`src/rtl/multicycle_controller_if.sv`:
```
// Control bundle between the multicycle sequencer and the 4-bit CPU datapath.
// With MULTICYCLE_MEM_WAIT_EN defined the bundle also carries mem_ready.
interface multicycle_controller_if;
`ifdef MULTICYCLE_MEM_WAIT_EN
  logic       mem_ready;
`endif
  logic [2:0] op;
  logic [3:0] funct;
  logic       zero;
  logic       pcen;
  logic       iord;
  logic       irwrite;
  logic       memwrite;
  logic       memtoreg;
  logic       regdst;
  logic       regwrite;
  logic       alusrca;
  logic [1:0] alusrcb;
  logic [1:0] pcsrc;
  logic [2:0] alucontrol;
  logic       illegal;
  logic [3:0] state;

  modport master (
`ifdef MULTICYCLE_MEM_WAIT_EN
    input  mem_ready,
`endif
    input  op, funct, zero,
    output pcen, iord, irwrite, memwrite, memtoreg, regdst, regwrite,
    output alusrca, alusrcb, pcsrc, alucontrol, illegal, state
  );

  modport slave (
`ifdef MULTICYCLE_MEM_WAIT_EN
    output mem_ready,
`endif
    output op, funct, zero,
    input  pcen, iord, irwrite, memwrite, memtoreg, regdst, regwrite,
    input  alusrca, alusrcb, pcsrc, alucontrol, illegal, state
  );
endinterface

```
`src/rtl/multicycle_controller.sv`:
```
// Fetch/decode/execute/memory/writeback sequencer for the multicycle 4-bit CPU.
// Optional memory wait states are enabled with `define MULTICYCLE_MEM_WAIT_EN.
module multicycle_controller #(
  parameter logic [3:0] RESET_STATE = 4'd0
) (
  input logic               clk,
  input logic               reset,
  multicycle_controller_if.master bus
);

  localparam logic [3:0] S_FETCH   = 4'd0;
  localparam logic [3:0] S_DECODE  = 4'd1;
  localparam logic [3:0] S_MEMADR  = 4'd2;
  localparam logic [3:0] S_MEMRD   = 4'd3;
  localparam logic [3:0] S_MEMWB   = 4'd4;
  localparam logic [3:0] S_MEMWR   = 4'd5;
  localparam logic [3:0] S_EXECUTE = 4'd6;
  localparam logic [3:0] S_ALUWB   = 4'd7;
  localparam logic [3:0] S_BRANCH  = 4'd8;
  localparam logic [3:0] S_ADDIEX  = 4'd9;
  localparam logic [3:0] S_ADDIWB  = 4'd10;
  localparam logic [3:0] S_JUMP    = 4'd11;

  localparam logic [2:0] OP_RTYPE = 3'b000;
  localparam logic [2:0] OP_LW    = 3'b001;
  localparam logic [2:0] OP_SW    = 3'b010;
  localparam logic [2:0] OP_BEQ   = 3'b011;
  localparam logic [2:0] OP_ADDI  = 3'b100;
  localparam logic [2:0] OP_J     = 3'b101;

  localparam logic [1:0] ALUOP_ADD   = 2'b00;
  localparam logic [1:0] ALUOP_SUB   = 2'b01;
  localparam logic [1:0] ALUOP_FUNCT = 2'b10;

  logic [3:0] r_state;
  logic [3:0] w_next_state;
  logic       w_ready;
  logic       w_pcwrite;
  logic       w_branch;
  logic [1:0] w_aluop;
  logic [2:0] w_funct_alu;
  logic       w_funct_bad;
  logic       w_op_bad;

`ifdef MULTICYCLE_MEM_WAIT_EN
  assign w_ready = bus.mem_ready;
`else
  assign w_ready = 1'b1;
`endif

  // NOTE: state registers use non-blocking assignments so every flop samples pre-edge values.
  always_ff @(posedge clk) begin
    if (reset) r_state <= RESET_STATE;
    else       r_state <= w_next_state;
  end

  // NOTE: every always_comb output gets a default first so no path can infer a latch.
  always_comb begin
    w_next_state = S_FETCH;
    case (r_state)
      S_FETCH:   w_next_state = w_ready ? S_DECODE : S_FETCH;
      S_DECODE: begin
        case (bus.op)
          OP_RTYPE:      w_next_state = S_EXECUTE;
          OP_LW, OP_SW:  w_next_state = S_MEMADR;
          OP_BEQ:        w_next_state = S_BRANCH;
          OP_ADDI:       w_next_state = S_ADDIEX;
          OP_J:          w_next_state = S_JUMP;
          default:       w_next_state = S_FETCH;
        endcase
      end
      S_MEMADR:  w_next_state = (bus.op == OP_LW) ? S_MEMRD : S_MEMWR;
      S_MEMRD:   w_next_state = w_ready ? S_MEMWB : S_MEMRD;
      S_MEMWR:   w_next_state = w_ready ? S_FETCH : S_MEMWR;
      S_EXECUTE: w_next_state = S_ALUWB;
      S_ADDIEX:  w_next_state = S_ADDIWB;
      default:   w_next_state = S_FETCH;
    endcase
  end

  assign w_op_bad = (bus.op == 3'b110) || (bus.op == 3'b111);

  always_comb begin
    w_funct_alu = 3'b010;
    w_funct_bad = 1'b0;
    case (bus.funct)
      4'b0000: w_funct_alu = 3'b010;
      4'b0001: w_funct_alu = 3'b110;
      4'b0010: w_funct_alu = 3'b000;
      4'b0011: w_funct_alu = 3'b001;
      4'b0100: w_funct_alu = 3'b111;
      default: w_funct_bad = 1'b1;
    endcase
  end

  // Moore decode of the state; the enables are masked while reset is held.
  always_comb begin
    w_pcwrite      = 1'b0;
    w_branch       = 1'b0;
    w_aluop        = ALUOP_ADD;
    bus.iord       = 1'b0;
    bus.irwrite    = 1'b0;
    bus.memwrite   = 1'b0;
    bus.memtoreg   = 1'b0;
    bus.regdst     = 1'b0;
    bus.regwrite   = 1'b0;
    bus.alusrca    = 1'b0;
    bus.alusrcb    = 2'b00;
    bus.pcsrc      = 2'b00;
    bus.illegal    = 1'b0;
    case (r_state)
      S_FETCH: begin
        bus.irwrite = w_ready;
        bus.alusrcb = 2'b01;
        w_pcwrite   = w_ready;
      end
      S_DECODE: begin
        bus.alusrcb = 2'b10;
        bus.illegal = w_op_bad;
      end
      S_MEMADR, S_ADDIEX: begin
        bus.alusrca = 1'b1;
        bus.alusrcb = 2'b10;
      end
      S_MEMRD:  bus.iord = 1'b1;
      S_MEMWB: begin
        bus.regwrite = 1'b1;
        bus.memtoreg = 1'b1;
      end
      S_MEMWR: begin
        bus.iord     = 1'b1;
        bus.memwrite = w_ready;
      end
      S_EXECUTE: begin
        bus.alusrca = 1'b1;
        w_aluop     = ALUOP_FUNCT;
        bus.illegal = w_funct_bad;
      end
      S_ALUWB: begin
        bus.regwrite = 1'b1;
        bus.regdst   = 1'b1;
      end
      S_BRANCH: begin
        bus.alusrca = 1'b1;
        w_aluop     = ALUOP_SUB;
        w_branch    = 1'b1;
        bus.pcsrc   = 2'b01;
      end
      S_ADDIWB: bus.regwrite = 1'b1;
      S_JUMP: begin
        bus.pcsrc = 2'b10;
        w_pcwrite = 1'b1;
      end
      default: ;
    endcase

    if (reset) begin
      w_pcwrite    = 1'b0;
      w_branch     = 1'b0;
      bus.irwrite  = 1'b0;
      bus.memwrite = 1'b0;
      bus.regwrite = 1'b0;
      bus.illegal  = 1'b0;
    end
  end

  always_comb begin
    bus.alucontrol = 3'b010;
    case (w_aluop)
      ALUOP_SUB:   bus.alucontrol = 3'b110;
      ALUOP_FUNCT: bus.alucontrol = w_funct_alu;
      default:     bus.alucontrol = 3'b010;
    endcase
  end

  assign bus.pcen  = w_pcwrite | (w_branch & bus.zero);
  assign bus.state = r_state;

endmodule

```
`src/flat_wrapper.sv`:
```
// flat-port wrapper written by rule: the top's interface ports become plain ports
module multicycle_controller_flat 
#(
  parameter logic [3:0] RESET_STATE = 4'd0
)
  (clk, reset, bus_op, bus_funct, bus_zero, bus_pcen, bus_iord, bus_irwrite, bus_memwrite, bus_memtoreg, bus_regdst, bus_regwrite, bus_alusrca, bus_alusrcb, bus_pcsrc, bus_alucontrol, bus_illegal, bus_state);
  multicycle_controller_if bus_i ();
  input logic clk;
  input logic reset;
  input wire logic [$bits(bus_i.op)-1:0] bus_op;
  input wire logic [$bits(bus_i.funct)-1:0] bus_funct;
  input wire logic [$bits(bus_i.zero)-1:0] bus_zero;
  output wire logic [$bits(bus_i.pcen)-1:0] bus_pcen;
  output wire logic [$bits(bus_i.iord)-1:0] bus_iord;
  output wire logic [$bits(bus_i.irwrite)-1:0] bus_irwrite;
  output wire logic [$bits(bus_i.memwrite)-1:0] bus_memwrite;
  output wire logic [$bits(bus_i.memtoreg)-1:0] bus_memtoreg;
  output wire logic [$bits(bus_i.regdst)-1:0] bus_regdst;
  output wire logic [$bits(bus_i.regwrite)-1:0] bus_regwrite;
  output wire logic [$bits(bus_i.alusrca)-1:0] bus_alusrca;
  output wire logic [$bits(bus_i.alusrcb)-1:0] bus_alusrcb;
  output wire logic [$bits(bus_i.pcsrc)-1:0] bus_pcsrc;
  output wire logic [$bits(bus_i.alucontrol)-1:0] bus_alucontrol;
  output wire logic [$bits(bus_i.illegal)-1:0] bus_illegal;
  output wire logic [$bits(bus_i.state)-1:0] bus_state;
  assign bus_i.op = bus_op;
  assign bus_i.funct = bus_funct;
  assign bus_i.zero = bus_zero;
  assign bus_pcen = bus_i.pcen;
  assign bus_iord = bus_i.iord;
  assign bus_irwrite = bus_i.irwrite;
  assign bus_memwrite = bus_i.memwrite;
  assign bus_memtoreg = bus_i.memtoreg;
  assign bus_regdst = bus_i.regdst;
  assign bus_regwrite = bus_i.regwrite;
  assign bus_alusrca = bus_i.alusrca;
  assign bus_alusrcb = bus_i.alusrcb;
  assign bus_pcsrc = bus_i.pcsrc;
  assign bus_alucontrol = bus_i.alucontrol;
  assign bus_illegal = bus_i.illegal;
  assign bus_state = bus_i.state;
  multicycle_controller #(.RESET_STATE(RESET_STATE)) u_core (.clk(clk), .reset(reset), .bus(bus_i));
endmodule
```
`config.mk`:
```
export PLATFORM = sky130hd
export DESIGN_NAME = multicycle_controller_flat
export DESIGN_NICKNAME = d
export VERILOG_FILES = /design/src/rtl/multicycle_controller_if.sv /design/src/rtl/multicycle_controller.sv /design/src/flat_wrapper.sv
export SDC_FILE = /design/constraint.sdc
export NUM_CORES = 1
export LEC_CHECK = 0
export CAP_MARGIN = 10
export CORE_ASPECT_RATIO = 0.8
export CORE_UTILIZATION = 41
export DETAILED_ROUTE_END_ITERATION = 10
export PLACE_DENSITY = 0.77
export SYNTH_ARGS = -nofsm -noshare
export SYNTH_HDL_FRONTEND = slang
export SYNTH_SLANG_ARGS = --single-unit
```
`constraint.sdc`:
```
create_clock -name clk -period 1.65 [get_ports clk]
set_input_delay 0.165 -clock clk [delete_from_list [all_inputs] [get_ports clk]]
set_output_delay 0.165 -clock clk [all_outputs]
set_load 0.005 [all_outputs]
```
==> results of run 1 <==
-- timing repair --
item	4_1_cts
hold endpoints to repair	0
setup endpoints to repair	17
buffers inserted	17
resized for setup	83
pin swaps	12
-- cells in the mapped netlist (2+ instances only) --
| cell type | n |
|---|---|
| nor3b_1 | 4 |
| a221oi_2 | 3 |
| and2b_2 | 2 |
| clkbuf_2 | 2 |
| inv_1 | 6 |
| a21oi_1 | 7 |
| nand2b_1 | 2 |
| nand3b_1 | 2 |
| o21ai_0 | 2 |
| nor2_1 | 8 |
| a2111oi_2 | 2 |
| nor4b_2 | 3 |
| ha_1 | 3 |
| nand2_1 | 5 |
| buf_6 | 4 |
| dfxtp_1 | 4 |
-- cells by family after synthesis --
group | Yosys count | synth area share [%]
and+or+nand+nor | 40 | 40.1
AOI/OAI and AO/OA | 21 | 25.0
buffers and inverters | 12 | 11.3
DFF | 4 | 11.7
xor gates and xnor gates | 3 | 4.93
adders and majority gates | 3 | 5.48
muxes | 1 | 1.46
-- stage by stage --
| step | setup TNS [ns] | instances | utilization [%] |
|---|---|---|---|
| CTS | -0.541 | 167 | 91.9 |
| detailed placement | -2.66 | 150 | 75.6 |
| global placement | -1.84 | 150 | 75.6 |
| floorplan | 0 | 84 | - |
==> impl_metrics.toml, run 1 <==
[die]
start_util_pct = 46.6
ios = 30
core.rowCount = 12
chipWidth_um = 47.7
dieHeight_um = 38.6

[yosys]
ys_seq_area_share_pct = 11.7
syn-instance-count = 84
ys.flop_type = "dfxtp_1"
synth_area_leaders = "dfxtp_1, a221oi_2, buf_6"
syn_area_um2 = 686
yosys.area.top_type_share_pct = 11.7
syn_area_per_cell_um2 = 8.16
yosysUniqueCellTypes = 41
syn_nets = 97
async_flop_share_pct = 0
ys_ff_latch = 4
yosysWarningCount = 0
synth_top_area_cell = "dfxtp_1"
synth_edf_count = 0

[timing]
worst-ep-kind = "top-level output"
crit_endpoint = "bus_alucontrol[2]"

[outcome]
lastStage = "global routing (5_1_grt)"
firstError = "[ERROR DPL-0038] Utilization greater than 100%, impossible to legalize"
status = "stopped before the end"

[clocking]
cts.path.max_buffers = 2
cts_hold_buf = 0
cts_root_buf = "clkbuf_4"
cts_made_buffers = 3
cts.sinks = 4
htree_levels = 1

[placed_design]
gp_congestion = 0.834
post_dp_cell_area_um2 = 1110
port_buffers = 29
hpwlAfterDp_mm = 1.62
pre_cts_slack_ns = -0.398

[grt]
grt_max_degree = 13
==> inputs of run 2 (changes only) <==
--- a/config.mk
+++ b/config.mk
@@ -6,10 +6,10 @@
 export NUM_CORES = 1
 export LEC_CHECK = 0
 export CAP_MARGIN = 10
-export CORE_ASPECT_RATIO = 0.8
-export CORE_UTILIZATION = 41
+export CORE_AREA = 2 2 63 65
 export DETAILED_ROUTE_END_ITERATION = 10
-export PLACE_DENSITY = 0.77
+export DIE_AREA = 0 0 65 67
+export PLACE_DENSITY_LB_ADDON = 0.15
 export SYNTH_ARGS = -nofsm -noshare
 export SYNTH_HDL_FRONTEND = slang
 export SYNTH_SLANG_ARGS = --single-unit
==> impl_metrics.toml, run 2 <==
[routing]
route.vias.total = 865
drc = 0
wl_per_cell_um = 12.7
drt_pass1_iterations = 4
antenna_left = 0
drt_iter0_drc = 34
via_per_inst = 4.33
drt_wl_total_mm = 2.54

[placed_design]
port_buffers = 29
place_inst = 182
gp_congestion = 0.785
hpwlAfterDp_mm = 1.69
pre_cts_slack_ns = -0.363

[die]
dieHeight_um = 67
ios = 30
core.rowCount = 22
start_util_pct = 19.0
chipWidth_um = 65
core_um2 = 3610
fp.dieArea_um2 = 4360

[power]
cellPowerDensity_nw_per_um2 = 526
total_power_w = 0.000801
ir_worst_vdd_v = 0.000188
leakage_nw = 0.685

[yosys]
ys.flop_type = "dfxtp_1"
async_flop_share_pct = 0
syn-instance-count = 84
yosys.area.top_type_share_pct = 11.7
yosysUniqueCellTypes = 41
synth_top_area_cell = "dfxtp_1"
ys_top_cells_by_count = "nor2_1, a21oi_1, inv_1"
syn_nets = 97
syn_area_per_cell_um2 = 8.16
yosysMostFrequentCell = "nor2_1"
ys_seq_area_share_pct = 11.7
ys_ff_latch = 4
syn_area_um2 = 686
yosysWarningCount = 0
synth_edf_count = 0
synth_area_leaders = "dfxtp_1, a221oi_2, buf_6"

[final_layout]
final_common_cell = "buf_4"
fin_cells = 200
syn2layout_area_growth_pct = 122
drive_above_1_share_pct = 61.8
n_antenna_cell = 0
nets = 167
largest_reg_flops = 4
mostFrequentLayoutCells = "buf_4, clkdlybuf4s50_1, nor2_1, buf_2, buf_6"

[timing]
skew_ns = 0.00434
hold_slack_ns = 0.607
fmax_mhz = 555
max_slew.worst_pin.slew_ns = 0.342
rsz0062_at_grt = "true"
fin_crit_ns = 1.80
slew_headroom_pct = 77.2
finalSetupViolCount = 5
slew_violations = 0
fin_ws_ns = -0.153
fin_crit_sh_pct = 109
tns_ns = -0.390
hold_viol = 0

[critical_path]
crit_fanout = 5
setup.worst_path.start_class = "register"
r2r-end = "u_core.bus.state[2]"
rrSetupSlack_ns = 0.04
r2r.worst_path.cells = 6
reg2reg_from = "u_core.bus.state[1]"
arrival_ns = 1.64
required_ns = 1.48
endpoint_kind = "output port"
critPathKind = "reg2out"

[outcome]
status = "finished with violations"
violations = "setup timing"

[grt]
grt_pass1_wl_mm = 3.88
grtUsageTotal_pct = 11.7
antenna_found_initial = 0
overflow = 0
grt_max_degree = 12
grt_pass1_vias = 844

[clocking]
htree_levels = 1
clkTransAtPathRegs_ns = 0.03
cts_root_buf = "clkbuf_8"
clock_latency_ns = 0.22
cts_tree = "yes"
cts.sinks = 4
cts_hold_buf = 0
cts.path.max_buffers = 2
cts_made_buffers = 3

[worst_hold_path]
min_path_cells = 2
worstHoldEndpoint = "u_core.bus.state[0]"
hp-class = "reg2reg"
hold_start = "u_core.bus.state[3]"

[flow_run]
drv_cap = 0
run 2: where the power goes:
part / internal, W / leakage [nW] / total, W / switching [W]
Clock: 0.000156 / 0.0216 / 0.000215 / 0.0000588
Sequential: 0.000106 / 0.0356 / 0.000123 / 0.0000169
Combinational: 0.000277 / 0.628 / 0.000463 / 0.000187
run 2: repair_timing:
item	4_1_cts	5_1_grt
setup buffers	12	5
pin swaps	8	12
setup endpoints to repair	16	11
resized for setup	67	30
cloned	0	1
run 2: kinds of logic after synthesis:
logic type | share of synthesized area [%]
simple gates | 40.1
compound gates | 25.0
buf+inv | 11.3
flops | 11.7
xor+xnor | 4.93
fa+ha+maj | 5.48
mux | 1.46
run 2: layout make-up:
class	instances	area [µm²]
Clock buffer	3	41.3
Fill cell	347	2080
Inverter	6	22.5
Multi-Input combinational cell	68	661
Sequential cell	4	95.1
Tap cell	48	60.1
Timing Repair Buffer	71	643
run 2: worst max-delay path by stage:
| stage | slack, ns | end | from | cells after the start |
|---|---|---|---|---|
| floorplan | 0.08 | bus_alucontrol[2] | u_core.bus.state[1] | 7 |
| global placement | -0.31 | bus_alucontrol[2] | u_core.bus.state[3] | 7 |
| detailed placement | -0.36 | bus_alucontrol[2] | u_core.bus.state[3] | 7 |
| CTS | -0.20 | bus_alucontrol[2] | u_core.bus.state[2] | 7 |
| global route | -0.19 | bus_alucontrol[1] | u_core.bus.state[3] | 5 |
| finish | -0.15 | bus_alucontrol[1] | u_core.bus.state[3] | 5 |
run 2: stage by stage:
step | cell area, µm² | util (%)
finish | 1520 | 42.2
global route | 1520 | 42.2
CTS | 1410 | 39.1
detailed placement | 1180 | 32.8
global placement | 1180 | 32.8
floorplan | 686 | -
run 2: metal layers:
metal / up-vias / wire, µm / part of all wire (%) / track usage (%)
met5: - / 0 / 0 / 0
met4: 0 / 41 / 1.6 / 4.26
met1: 397 / 1070 / 42 / 13.8
met3: 5 / 104 / 4.1 / 2.87
li1: 444 / - / - / -
met2: 19 / 1320 / 52 / 20.4
run 2: worst max-delay path, stage by stage, from the launching register on:
cell and delay [ns]:
dfxtp_4 0.35, and4bb_2 0.39, inv_2 0.08, ha_4 0.24
a211o_1 0.22, buf_2 0.13
Note: power is estimated with default switching activity, not from simulation.
